===== src/rtl/time_pkg.sv =====
`default_nettype none
// ============================================================================
// Package : time_pkg
// Summary : Shared widths, FSM/digit encodings and seven-segment patterns.
// Revision: 1.0 - initial release
// ============================================================================
package time_pkg;

    localparam int TIME_W = 6;
    localparam int BCD_W  = 4;

    typedef logic [TIME_W-1:0] time_val_t;
    typedef logic [BCD_W-1:0]  bcd_nibble_t;

    // Field order matches the {hour BCD, minute BCD} accumulator concatenation.
    typedef struct packed {
        bcd_nibble_t hr_tens;
        bcd_nibble_t hr_ones;
        bcd_nibble_t min_tens;
        bcd_nibble_t min_ones;
    } digits_t;

    localparam logic [1:0] ST_IDLE   = 2'd0;
    localparam logic [1:0] ST_SHIFT  = 2'd1;
    localparam logic [1:0] ST_COMMIT = 2'd2;

    localparam logic [2:0] SHIFT_LAST = 3'(TIME_W - 1);

    localparam logic [1:0] DIG_MIN_ONES = 2'd0;
    localparam logic [1:0] DIG_MIN_TENS = 2'd1;
    localparam logic [1:0] DIG_HR_ONES  = 2'd2;
    localparam logic [1:0] DIG_HR_TENS  = 2'd3;

    // Active-low {g,f,e,d,c,b,a}.
    localparam logic [6:0] SEG_0     = 7'b1000000;
    localparam logic [6:0] SEG_1     = 7'b1111001;
    localparam logic [6:0] SEG_2     = 7'b0100100;
    localparam logic [6:0] SEG_3     = 7'b0110000;
    localparam logic [6:0] SEG_4     = 7'b0011001;
    localparam logic [6:0] SEG_5     = 7'b0010010;
    localparam logic [6:0] SEG_6     = 7'b0000010;
    localparam logic [6:0] SEG_7     = 7'b1111000;
    localparam logic [6:0] SEG_8     = 7'b0000000;
    localparam logic [6:0] SEG_9     = 7'b0010000;
    localparam logic [6:0] SEG_BLANK = 7'b1111111;

    // Double-dabble correction applied to each nibble before the shift.
    function automatic bcd_nibble_t dd_adjust(input bcd_nibble_t n);
        return (n >= 4'd5) ? bcd_nibble_t'(n + 4'd3) : n;
    endfunction

endpackage
`default_nettype wire


===== src/rtl/seg7_decode.sv =====
`default_nettype none
// ============================================================================
// Module  : seg7_decode
// Summary : Combinational BCD nibble to active-low seven-segment pattern.
// Revision: 1.0 - initial release
// ============================================================================
module seg7_decode
    import time_pkg::*;
(
    input  logic [BCD_W-1:0] i_nibble,
    output logic [6:0]       o_seg
);

    always_comb begin
        o_seg = SEG_BLANK;
        case (i_nibble)
            4'd0:    o_seg = SEG_0;
            4'd1:    o_seg = SEG_1;
            4'd2:    o_seg = SEG_2;
            4'd3:    o_seg = SEG_3;
            4'd4:    o_seg = SEG_4;
            4'd5:    o_seg = SEG_5;
            4'd6:    o_seg = SEG_6;
            4'd7:    o_seg = SEG_7;
            4'd8:    o_seg = SEG_8;
            4'd9:    o_seg = SEG_9;
            default: o_seg = SEG_BLANK;
        endcase
    end

endmodule
`default_nettype wire


===== src/rtl/time_display.sv =====
`default_nettype none
// ============================================================================
// Module  : time_display
// Summary : Snapshots hour/minute counts, converts them to BCD with a
//           sequential double-dabble and scans a four-digit HH:MM display.
// Revision: 1.0 - initial release
// ============================================================================
module time_display
    import time_pkg::*;
#(
    parameter int REFRESH_DIV = 100000,
    parameter bit BLANK_LZ    = 1'b0
) (
    input  logic              clk,
    input  logic              rst,
    input  logic [TIME_W-1:0] hr_counter,
    input  logic [TIME_W-1:0] min_counter,
    input  logic              hour,
    output logic [6:0]        seg,
    output logic [3:0]        an,
    output logic              dp,
    output logic              busy
);

    localparam int               CNT_W     = $clog2(REFRESH_DIV);
    localparam logic [CNT_W-1:0] c_ref_max = CNT_W'(REFRESH_DIV - 1);

    logic [1:0]             r_state;
    logic [2:0]             r_step;
    time_val_t              r_snap_hr;
    time_val_t              r_snap_min;
    time_val_t              r_sh_hr;
    time_val_t              r_sh_min;
    logic [2*BCD_W-1:0]     r_bcd_hr;
    logic [2*BCD_W-1:0]     r_bcd_min;
    digits_t                r_disp;
    logic                   r_busy;

    logic [CNT_W-1:0]       r_ref_cnt;
    logic [1:0]             r_idx;
    logic                   r_colon;

    logic [6:0]             r_seg;
    logic [3:0]             r_an;
    logic                   r_dp;

    logic [2*BCD_W-1:0]     w_hr_adj;
    logic [2*BCD_W-1:0]     w_min_adj;
    logic                   w_changed;
    bcd_nibble_t            w_nibble;
    logic [6:0]             w_dec_seg;
    logic                   w_blank;
    logic [6:0]             w_seg_next;
    logic [3:0]             w_an_next;
    logic                   w_dp_next;

    assign w_hr_adj  = {dd_adjust(r_bcd_hr[7:4]),  dd_adjust(r_bcd_hr[3:0])};
    assign w_min_adj = {dd_adjust(r_bcd_min[7:4]), dd_adjust(r_bcd_min[3:0])};
    assign w_changed = ({hr_counter, min_counter} != {r_snap_hr, r_snap_min});

    // Conversion FSM: display registers only change in COMMIT, so HH:MM is never torn.
    always_ff @(posedge clk) begin
        if (rst) begin
            r_state    <= ST_IDLE;
            r_step     <= 3'd0;
            r_snap_hr  <= '0;
            r_snap_min <= '0;
            r_sh_hr    <= '0;
            r_sh_min   <= '0;
            r_bcd_hr   <= '0;
            r_bcd_min  <= '0;
            r_disp     <= '0;
            r_busy     <= 1'b0;
        end else begin
            case (r_state)
                ST_IDLE: begin
                    if (w_changed) begin
                        r_snap_hr  <= hr_counter;
                        r_snap_min <= min_counter;
                        r_sh_hr    <= hr_counter;
                        r_sh_min   <= min_counter;
                        r_bcd_hr   <= '0;
                        r_bcd_min  <= '0;
                        r_step     <= 3'd0;
                        r_busy     <= 1'b1;
                        r_state    <= ST_SHIFT;
                    end
                end
                ST_SHIFT: begin
                    // Truncating cast drops the adjusted MSB, which is always 0 for inputs <= 63.
                    r_bcd_hr  <= (2*BCD_W)'({w_hr_adj,  r_sh_hr[TIME_W-1]});
                    r_bcd_min <= (2*BCD_W)'({w_min_adj, r_sh_min[TIME_W-1]});
                    r_sh_hr   <= {r_sh_hr[TIME_W-2:0],  1'b0};
                    r_sh_min  <= {r_sh_min[TIME_W-2:0], 1'b0};
                    r_step    <= r_step + 3'd1;
                    if (r_step == SHIFT_LAST) begin
                        r_state <= ST_COMMIT;
                    end
                end
                ST_COMMIT: begin
                    r_disp  <= {r_bcd_hr, r_bcd_min};
                    r_busy  <= 1'b0;
                    r_state <= ST_IDLE;
                end
                default: begin
                    r_state <= ST_IDLE;
                    r_busy  <= 1'b0;
                end
            endcase
        end
    end

    always_ff @(posedge clk) begin
        if (rst) begin
            r_ref_cnt <= '0;
            r_idx     <= DIG_MIN_ONES;
        end else if (r_ref_cnt == c_ref_max) begin
            r_ref_cnt <= '0;
            r_idx     <= r_idx + 2'd1;
        end else begin
            r_ref_cnt <= r_ref_cnt + CNT_W'(1);
        end
    end

    always_ff @(posedge clk) begin
        if (rst) begin
            r_colon <= 1'b0;
        end else if (hour) begin
            r_colon <= ~r_colon;
        end
    end

    always_comb begin
        w_nibble  = r_disp.min_ones;
        w_an_next = 4'b1110;
        case (r_idx)
            DIG_MIN_ONES: begin w_nibble = r_disp.min_ones; w_an_next = 4'b1110; end
            DIG_MIN_TENS: begin w_nibble = r_disp.min_tens; w_an_next = 4'b1101; end
            DIG_HR_ONES:  begin w_nibble = r_disp.hr_ones;  w_an_next = 4'b1011; end
            DIG_HR_TENS:  begin w_nibble = r_disp.hr_tens;  w_an_next = 4'b0111; end
            default:      begin w_nibble = r_disp.min_ones; w_an_next = 4'b1110; end
        endcase
    end

    seg7_decode u_dec (
        .i_nibble (w_nibble),
        .o_seg    (w_dec_seg)
    );

    assign w_blank    = BLANK_LZ && (r_idx == DIG_HR_TENS) && (r_disp.hr_tens == 4'd0);
    assign w_seg_next = w_blank ? SEG_BLANK : w_dec_seg;
    assign w_dp_next  = (r_idx == DIG_HR_ONES) ? ~r_colon : 1'b1;

    always_ff @(posedge clk) begin
        if (rst) begin
            r_seg <= SEG_0;
            r_an  <= 4'b1110;
            r_dp  <= 1'b1;
        end else begin
            r_seg <= w_seg_next;
            r_an  <= w_an_next;
            r_dp  <= w_dp_next;
        end
    end

    assign seg  = r_seg;
    assign an   = r_an;
    assign dp   = r_dp;
    assign busy = r_busy;

endmodule
`default_nettype wire


===== config.mk =====
export PLATFORM = sky130hd
export DESIGN_NAME = time_display
export DESIGN_NICKNAME = d
export VERILOG_FILES = /design/src/rtl/time_pkg.sv /design/src/rtl/seg7_decode.sv /design/src/rtl/time_display.sv
export SDC_FILE = /design/constraint.sdc
export NUM_CORES = 1
export LEC_CHECK = 0
export BUFFER_PORTS_ARGS = -buffer_cell sky130_fd_sc_hd__buf_2
export CAP_MARGIN = 10
export CORE_MARGIN = 10
export CORE_UTILIZATION = 45
export DETAILED_ROUTE_END_ITERATION = 10
export GPL_TIMING_DRIVEN = 0
export PLACE_DENSITY = 0.7
export SLEW_MARGIN = 10
export SYNTH_ARGS = -nofsm -noshare
export SYNTH_HDL_FRONTEND = slang
export SYNTH_SLANG_ARGS = --single-unit
export TNS_END_PERCENT = 10

===== constraint.sdc =====
create_clock -name clk -period 2.1 [get_ports clk]
set_input_delay 0.63 -clock clk [delete_from_list [all_inputs] [get_ports clk]]
set_output_delay 0.63 -clock clk [all_outputs]
set_load 0.005 [all_outputs]

==> results_dict.tcl, run 1 <==
set metrics [dict create \
    grt_pass1_vias 3329 \
    synth-async-reset-ratio 0 \
    worstSetupStartpointType "flop" \
    setup-violations-final 0 \
    cts_buffers 9 \
    hold_slack_ns 0.436 \
    nNetsFinal 560 \
    drt_iter0_markers 178 \
    cts_tree "built" \
    synth_warnings 0 \
    ys_seq_elements 94 \
    grt_max_degree 15 \
    ys.flop_type "dfxtp_1" \
    area_growth_syn_to_layout_pct 12.1 \
    drv_slew 0 \
    vias 3430 \
    worstMarginPinSlew_ns 0.569 \
    clockBufferDepth 2 \
    wl_per_cell_um 14.2 \
    path_max_fanout 6 \
    place_congestion 0.833 \
    num_rows 35 \
    cp_data_arrival_time_ns 2.27 \
    start_util 0.458 \
    overflow 0 \
    max_slew_margin 0.621 \
    skew_ns 0.00525 \
    core_area_um2 9200 \
    routed_wl_mm 9.14 \
    grt_use_total 0.139 \
    synth_cells 488 \
    io_buffers 26 \
    via_per_inst 5.34 \
    grt_pass1_wl_mm 15.4 \
    synth_edf_count 0 \
    crit_required_ns 2.32 \
    root_buffer "clkbuf_8" \
    io_pins 28 \
    ys_seq_area_frac 0.446 \
    yosysMostFrequentCell "dfxtp_1" \
    dpl.hpwl_mm 6.75 \
    clkSinkCount 94 \
    fin_crit_sh 0.974 \
    synth_nets 521 \
    synth.cell_area_um2 4220 \
    drive_above_1_share 0.137 \
    synth.avg_cell_area_um2 8.64 \
    yosysTopAreaCellShare 0.446 \
    max-cap-violations 0 \
    p_total_w 0.00331 \
    ir_worst_vdd_v 0.000468 \
    die_area_um2 13600 \
    dr.pass1.iters 4 \
    diodes 0 \
    clock_latency_ns 0.36 \
    route.detailed.drc 0 \
    ant_nets 0 \
    power.density_nw_per_um2 700 \
    cts-hold-fix-buffers 0 \
    rsz0062_at_grt "true" \
    hold_viol 0 \
    cts_max_level 3 \
    hold_path.class "reg -> reg" \
    end_kind "flop" \
    synthTopCellsByCount "dfxtp_1 (94), nor2_1 (62), nand2_1 (56)" \
    p_leak_nw 1.70 \
    yosysUniqueCellTypes 44 \
    status "complete, no violations" \
    yosys.area.top_type "dfxtp_1" \
    grt_antenna_before_repair 0 \
    die_w_um 117 \
    synthTopCellsByArea "dfxtp_1 (45%), xnor2_1 (5.8%), nor2_1 (5.5%)" \
    die_y_um 117 \
    fin_crit_ns 2.05 \
    fmax_ghz 0.489 \
    path_class "reg -> reg" \
    clk_pin_slew_ns 0.09 \
]
[per-layer routing]
layer | wire (um) | global-route usage | up-vias
met5 | 0 | 0 | -
met2 | 4390 | 0.235 | 64
li1 | - | - | 1747
met1 | 4290 | 0.169 | 1613
met3 | 386 | 0.0403 | 6
met4 | 75 | 0.0379 | 0
[timing repair]
item                       CTS  global route
pin swaps                    1             3
setup buffers                1             2
setup endpoints to repair    6             7
gates resized for setup      3             6
[state kept, by name, summed over array words and instances, names as in the netlist, 2 cells and up]
register	flops
seg	7
r_snap_hr	6
r_ref_cnt	17
r_sh_min	6
r_bcd_hr	8
r_sh_hr	6
r_snap_min	6
an	4
r_state	2
r_disp	16
r_bcd_min	8
r_step	3
r_idx	2
[report_power, final]
group          switching [W]  internal [W]
Sequential         0.0000325       0.00183
Clock               0.000596      0.000610
Combinational       0.000137      0.000102
Total               0.000765       0.00254
[path summary, 6_finish.rpt]
| kind | slack (ns) | cells past startpoint | to | start |
|---|---|---|---|---|
| worst max register to register | 0.05 | 7 | seg[3] | r_idx[0] |
| worst max-delay path | 0.05 | 7 | seg[3] | r_idx[0] |
| worst min register to register | 0.44 | 1 | dp | r_colon |
| worst min-delay path | 0.44 | 1 | dp | r_colon |
[final cells by class]
| type | instances | area, um^2 |
|---|---|---|
| fill | 866 | 4470 |
| clock inverter | 3 | 43.8 |
| buffer | 26 | 130 |
| clock buffer | 12 | 155 |
| multi-input combinational | 344 | 2130 |
| timing repair buffer | 29 | 153 |
| tap | 111 | 139 |
| inverter | 23 | 86.3 |
| sequential | 94 | 1890 |
[logic make-up (layout without fill, tap and decap cells)]
kind of cell,after synthesis,in the layout,synth area share
AOI/OAI and AO/OA,103,103,0.159
DFF,94,94,0.446
adders and majority gates,18,18,0.0534
buffers and inverters,50,93,0.0522
xor gates and xnor gates,38,38,0.0790
and+or+nand+nor,180,180,0.198
muxes,5,5,0.0122
[worst max-delay path, cell delays in order (launching register included)]
cell and delay (ns):
dfxtp_4 0.37, inv_1 0.06, ha_2 0.22, a222oi_1 0.44, mux2i_2 0.19, ha_1 0.36, o21ai_1 0.17, a21oi_1 0.09
[through the flow]
step	TNS, ns	cells	setup WS [ns]	area [um^2]	utilization
final	0	642	0.0537	4720	0.514
after CTS	0	641	0.0215	4700	0.511
after detailed placement	-0.967	625	-0.0681	4480	0.488
after global placement	-0.0658	625	-0.0112	4480	0.488
after floorplan	0	488	0.239	4220	-
after global routing	-0.0141	642	-0.0141	4720	0.514
[cell usage in the layout, fill, tap and decap left out, drive strengths merged, types with 13 or more instances in the layout]
master,instances
xnor2,28
inv,23
nor2,62
a21oi,45
o21ai,20
ha,18
nand2,56
nand2b,13
clkbuf,30
buf,37
nand3,17
dfxtp,94
(Power assumes the default switching activity.)
==> inputs of run 2 (changes only) <==
--- a/config.mk
+++ b/config.mk
@@ -8,10 +8,11 @@
 export BUFFER_PORTS_ARGS = -buffer_cell sky130_fd_sc_hd__buf_2
 export CAP_MARGIN = 10
 export CORE_MARGIN = 10
-export CORE_UTILIZATION = 45
+export CORE_UTILIZATION = 44
+export CTS_CLUSTER_DIAMETER = 120
 export DETAILED_ROUTE_END_ITERATION = 10
 export GPL_TIMING_DRIVEN = 0
-export PLACE_DENSITY = 0.7
+export PLACE_DENSITY = 0.69
 export SLEW_MARGIN = 10
 export SYNTH_ARGS = -nofsm -noshare
 export SYNTH_HDL_FRONTEND = slang
==> results_dict.tcl, run 2 (synthesis results as in run 1) <==
set metrics [dict create \
    status "complete, no violations" \
    io_pins 28 \
    p_seq_frac 0.559 \
    route.detailed.drc 0 \
    die_area_um2 13900 \
    area_growth_syn_to_layout_pct 12.6 \
    p_int_w 0.00252 \
    end_kind "flop" \
    clock_latency_ns 0.36 \
    vias 3422 \
    placed_area_um2 4510 \
    top_register "r_ref_cnt" \
    path_class "reg -> reg" \
    core_area_um2 9280 \
    max_slew_margin 0.601 \
    num_rows 35 \
    path_max_fanout 6 \
    ant_nets 0 \
    cts-hold-fix-buffers 0 \
    worstSetupStartpointType "flop" \
    root_buffer "clkbuf_8" \
    path_cells "inv_1 > ha_2 > a222oi_1 > mux2i_2 > ha_1 > nand2_1 > a21oi_1 > nor2_1" \
    dp_cells 643 \
    largest_reg_flops 17 \
    hold_viol 0 \
    skew_ns 0.00877 \
    grt_max_degree 17 \
    power.density_nw_per_um2 702 \
    dpl.hpwl_mm 6.75 \
    cts_max_level 3 \
    fin_cells 661 \
    clk_pin_slew_ns 0.09 \
    cts_buffers 9 \
    cp_data_arrival_time_ns 2.24 \
    top_regs "r_ref_cnt (17), r_disp (16)" \
    drt_iter0_markers 158 \
    switchingPower_w 0.000811 \
    via_per_inst 5.18 \
    mostFrequentLayoutCells "dfxtp_1 (93), nor2_1 (61), nand2_1 (56)" \
    routed_wl_mm 9.10 \
    fmax_ghz 0.499 \
    dr.pass1.iters 5 \
    crit_required_ns 2.34 \
    drive_above_1_share 0.137 \
    final_common_cell "dfxtp_1" \
    pwr-share-comb 0.072 \
    max-cap-violations 0 \
    fin_crit_sh 0.954 \
    switching_share 0.243 \
    worstMarginPinSlew_ns 0.599 \
    clkSinkCount 94 \
    start_util 0.454 \
    fin_crit_ns 2.00 \
    grt_pass1_vias 3272 \
    grt_use_total 0.129 \
    diodes 0 \
    grt_antenna_before_repair 0 \
    clkPwrFrac 0.370 \
    rsz0062_at_grt "true" \
    die_y_um 118 \
    clockBufferDepth 2 \
    overflow 0 \
    nNetsFinal 560 \
    grt_pass1_wl_mm 15.3 \
    io_buffers 26 \
    p_leak_nw 1.70 \
    place_congestion 0.811 \
    drv_slew 0 \
    setup-violations-final 0 \
    cts_tree "built" \
    hold_path.class "reg -> reg" \
    cp_slowest_stage_delay_ns 0.45 \
    ir_worst_vdd_v 0.000462 \
    cpMaxStageDelayCell "a222oi_1" \
    wl_per_cell_um 13.8 \
    die_w_um 118 \
    final_area_um2 4750 \
]
==> run 2: layer usage <==
metal  global-route usage  up-vias  part of all wire
met3               0.0345        6             0.043
met2                0.217       77              0.47
met1                0.158     1598              0.48
met4               0.0355        0            0.0071
met5                    0        -                 0
li1                     -     1741                 -
==> run 2: power by group through the flow <==
stage | Sequential (W) | Combinational (W) | Clock, W
after global routing | 0.00187 | 0.000268 | 0.00133
after detailed placement | 0.00190 | 0.000240 | 0
final | 0.00186 | 0.000239 | 0.00123
after floorplan | 0.00189 | 0.000170 | 0
after global placement | 0.00190 | 0.000233 | 0
after CTS | 0.00186 | 0.000241 | 0.00127
==> run 2: critical path: cells and delay by family (launching register included) <==
family | cells | cell delay, ns
AO/OA/AOI/OAI | 2 | 0.59
AND/OR/NAND/NOR | 2 | 0.10
adder cells (fa/ha/maj) | 2 | 0.57
multiplexers | 1 | 0.19
buffers and inverters | 1 | 0.07
flip-flops | 1 | 0.37
==> run 2: metrics by stage <==
step / utilization / power (W) / hold slack, ns / setup WS (ns) / setup TNS [ns]
after floorplan: - / 0.00207 / 0.396 / 0.239 / 0
after global placement: 0.485 / 0.00213 / 0.408 / -0.0554 / -0.804
after detailed placement: 0.485 / 0.00214 / 0.414 / -0.121 / -1.79
after CTS: 0.509 / 0.00337 / 0.436 / 0.00313 / 0
after global routing: 0.511 / 0.00347 / 0.477 / -0.0769 / -0.210
final: 0.511 / 0.00333 / 0.434 / 0.0966 / 0
==> run 2: path summary, 6_finish.rpt <==
| path | start | depth (start not counted) | end | slack (ns) |
|---|---|---|---|---|
| min reg2reg | r_colon | 1 | dp | 0.43 |
| max reg2reg | r_idx[0] | 8 | seg[1] | 0.1 |
| min | r_colon | 1 | dp | 0.43 |
| max | r_idx[0] | 8 | seg[1] | 0.1 |
==> run 2: area by class of cell <==
| cell class | instances | area (um^2) |
|---|---|---|
| well taps | 129 | 161 |
| plain buffers | 26 | 130 |
| flip-flops and latches | 94 | 1880 |
| multi-input cells | 344 | 2130 |
| inverters | 23 | 86.3 |
| clock inverters | 6 | 71.3 |
| fillers | 904 | 4540 |
| clock buffers | 10 | 138 |
| repair buffers | 29 | 153 |
==> run 2: timing repair <==
item,CTS,global route
pin swaps,1,2
resized for setup,2,4
buffers inserted,0,3
endpoints found under the setup margin,6,7
==> inputs of run 3 (changes only) <==
--- a/config.mk
+++ b/config.mk
@@ -7,7 +7,6 @@
 export LEC_CHECK = 0
 export BUFFER_PORTS_ARGS = -buffer_cell sky130_fd_sc_hd__buf_2
 export CAP_MARGIN = 10
-export CORE_MARGIN = 10
 export CORE_UTILIZATION = 44
 export CTS_CLUSTER_DIAMETER = 120
 export DETAILED_ROUTE_END_ITERATION = 10
==> results_dict.tcl, run 3 (synthesis results as in run 1) <==
set metrics [dict create \
    p_leak_nw 1.72 \
    fin_cells 663 \
    drive_above_1_share 0.137 \
    top_regs "r_ref_cnt (17), r_disp (16)" \
    dr.pass1.iters 4 \
    power.density_nw_per_um2 717 \
    vias 3424 \
    start_util 0.456 \
    hold_viol 0 \
    fmax_ghz 0.503 \
    place_congestion 0.805 \
    clkSinkCount 94 \
    worstSetupStartpointType "flop" \
    tns_ns 0 \
    overflow 0 \
    final_common_cell "dfxtp_1" \
    status "complete, no violations" \
    seqCellArea_um2 1890 \
    setup-violations-final 0 \
    grt_use_total 0.192 \
    grt_pass1_vias 3263 \
    area_growth_syn_to_layout_pct 13.3 \
    post-route-util 0.517 \
    grt_max_degree 16 \
    fill_cells 872 \
    min_path_cells 1 \
    path_class "reg -> reg" \
    max_slew_margin 0.623 \
    skew_ns 0.00908 \
    final_area_um2 4780 \
    die_w_um 99.9 \
    cts_buffers 9 \
    root_buffer "clkbuf_8" \
    route.detailed.drc 0 \
    drv_slew 0 \
    die_area_um2 9980 \
    diodes 0 \
    routed_wl_mm 8.93 \
    cp_data_arrival_time_ns 2.22 \
    hold_path.class "reg -> reg" \
    crit_required_ns 2.33 \
    max-cap-violations 0 \
    nNetsFinal 562 \
    io_pins 28 \
    r2r_cells 8 \
    fin_crit_sh 0.947 \
    rsz0062_at_grt "false" \
    die_y_um 99.9 \
    grt_pass1_wl_mm 15.3 \
    via_per_inst 5.16 \
    fin_crit_ns 1.99 \
    end_kind "flop" \
    cts_tree "built" \
    multiInputGateArea_um2 2120 \
    num_rows 35 \
    clock_latency_ns 0.36 \
    dp_cells 643 \
    dpl.hpwl_mm 6.45 \
    drt_iter0_markers 164 \
    core_area_um2 9240 \
    clockBufferDepth 2 \
    mostFrequentLayoutCells "dfxtp_1 (93), nor2_1 (62), nand2_1 (56)" \
    clk_pin_slew_ns 0.09 \
    grt_antenna_before_repair 0 \
    worstMarginPinSlew_ns 0.566 \
    ir_worst_vdd_v 0.000467 \
    wl_per_cell_um 13.5 \
    cts-hold-fix-buffers 0 \
    largest_reg_flops 17 \
    top_register "r_ref_cnt" \
    cts_max_level 3 \
    path_max_fanout 6 \
    placed_area_um2 4510 \
    ant_nets 0 \
    io_buffers 26 \
]
==> run 3: what timing repair did <==
action                     4_1_cts  5_1_grt
buffers inserted                 0        5
cloned                           0        0
setup endpoints to repair        6        7
resized for setup                0        5
pin swaps                        0        2
==> run 3: per-stage QoR <==
step | worst slack (ns) | power (W) | hold WS [ns]
6_report | 0.111 | 0.00342 | 0.431
5_1_grt | 0.00965 | 0.00356 | 0.457
4_1_cts | -0.0355 | 0.00345 | 0.439
3_5_place_dp | -0.128 | 0.00214 | 0.418
3_3_place_gp | -0.0652 | 0.00213 | 0.407
2_1_floorplan | 0.239 | 0.00207 | 0.396
==> run 3: final timing paths <==
check / start / to / slack [ns]
hold reg to reg: r_colon / dp / 0.43
setup / recovery: r_idx[0] / seg[1] / 0.11
setup reg to reg: r_idx[0] / seg[1] / 0.11
hold / removal: r_colon / dp / 0.43
==> run 3: metal layers <==
metal	track usage	vias up	wire [um]
met2	0.332	58	4310
met5	0	-	0
li1	-	1750	-
met1	0.243	1610	4210
met4	0.0475	0	74
met3	0.0404	6	335
==> run 3: report_power, final <==
group	total [W]	switching, W	internal [W]
sequential	0.00186	0.0000316	0.00183
clock	0.00133	0.000619	0.000706
combinational	0.000239	0.000136	0.000103
==> run 3: worst max-delay path, cell delays in order (launching register included) <==
cell,delay [ns]
dfxtp_4,0.37
inv_1,0.06
ha_2,0.23
a222oi_1,0.41
mux2i_2,0.20
ha_1,0.33
nand2_1,0.06
a21oi_1,0.15
nor2_1,0.05
==> run 3: cell type report <==
cell class,count,area share
timing repair buffer,31,0.0351
clock buffer,11,0.0296
buffer,26,0.0272
multi-input combinational,344,0.444
clock inverter,5,0.0170
sequential,94,0.395
inverter,23,0.0181
tap,129,0.0338
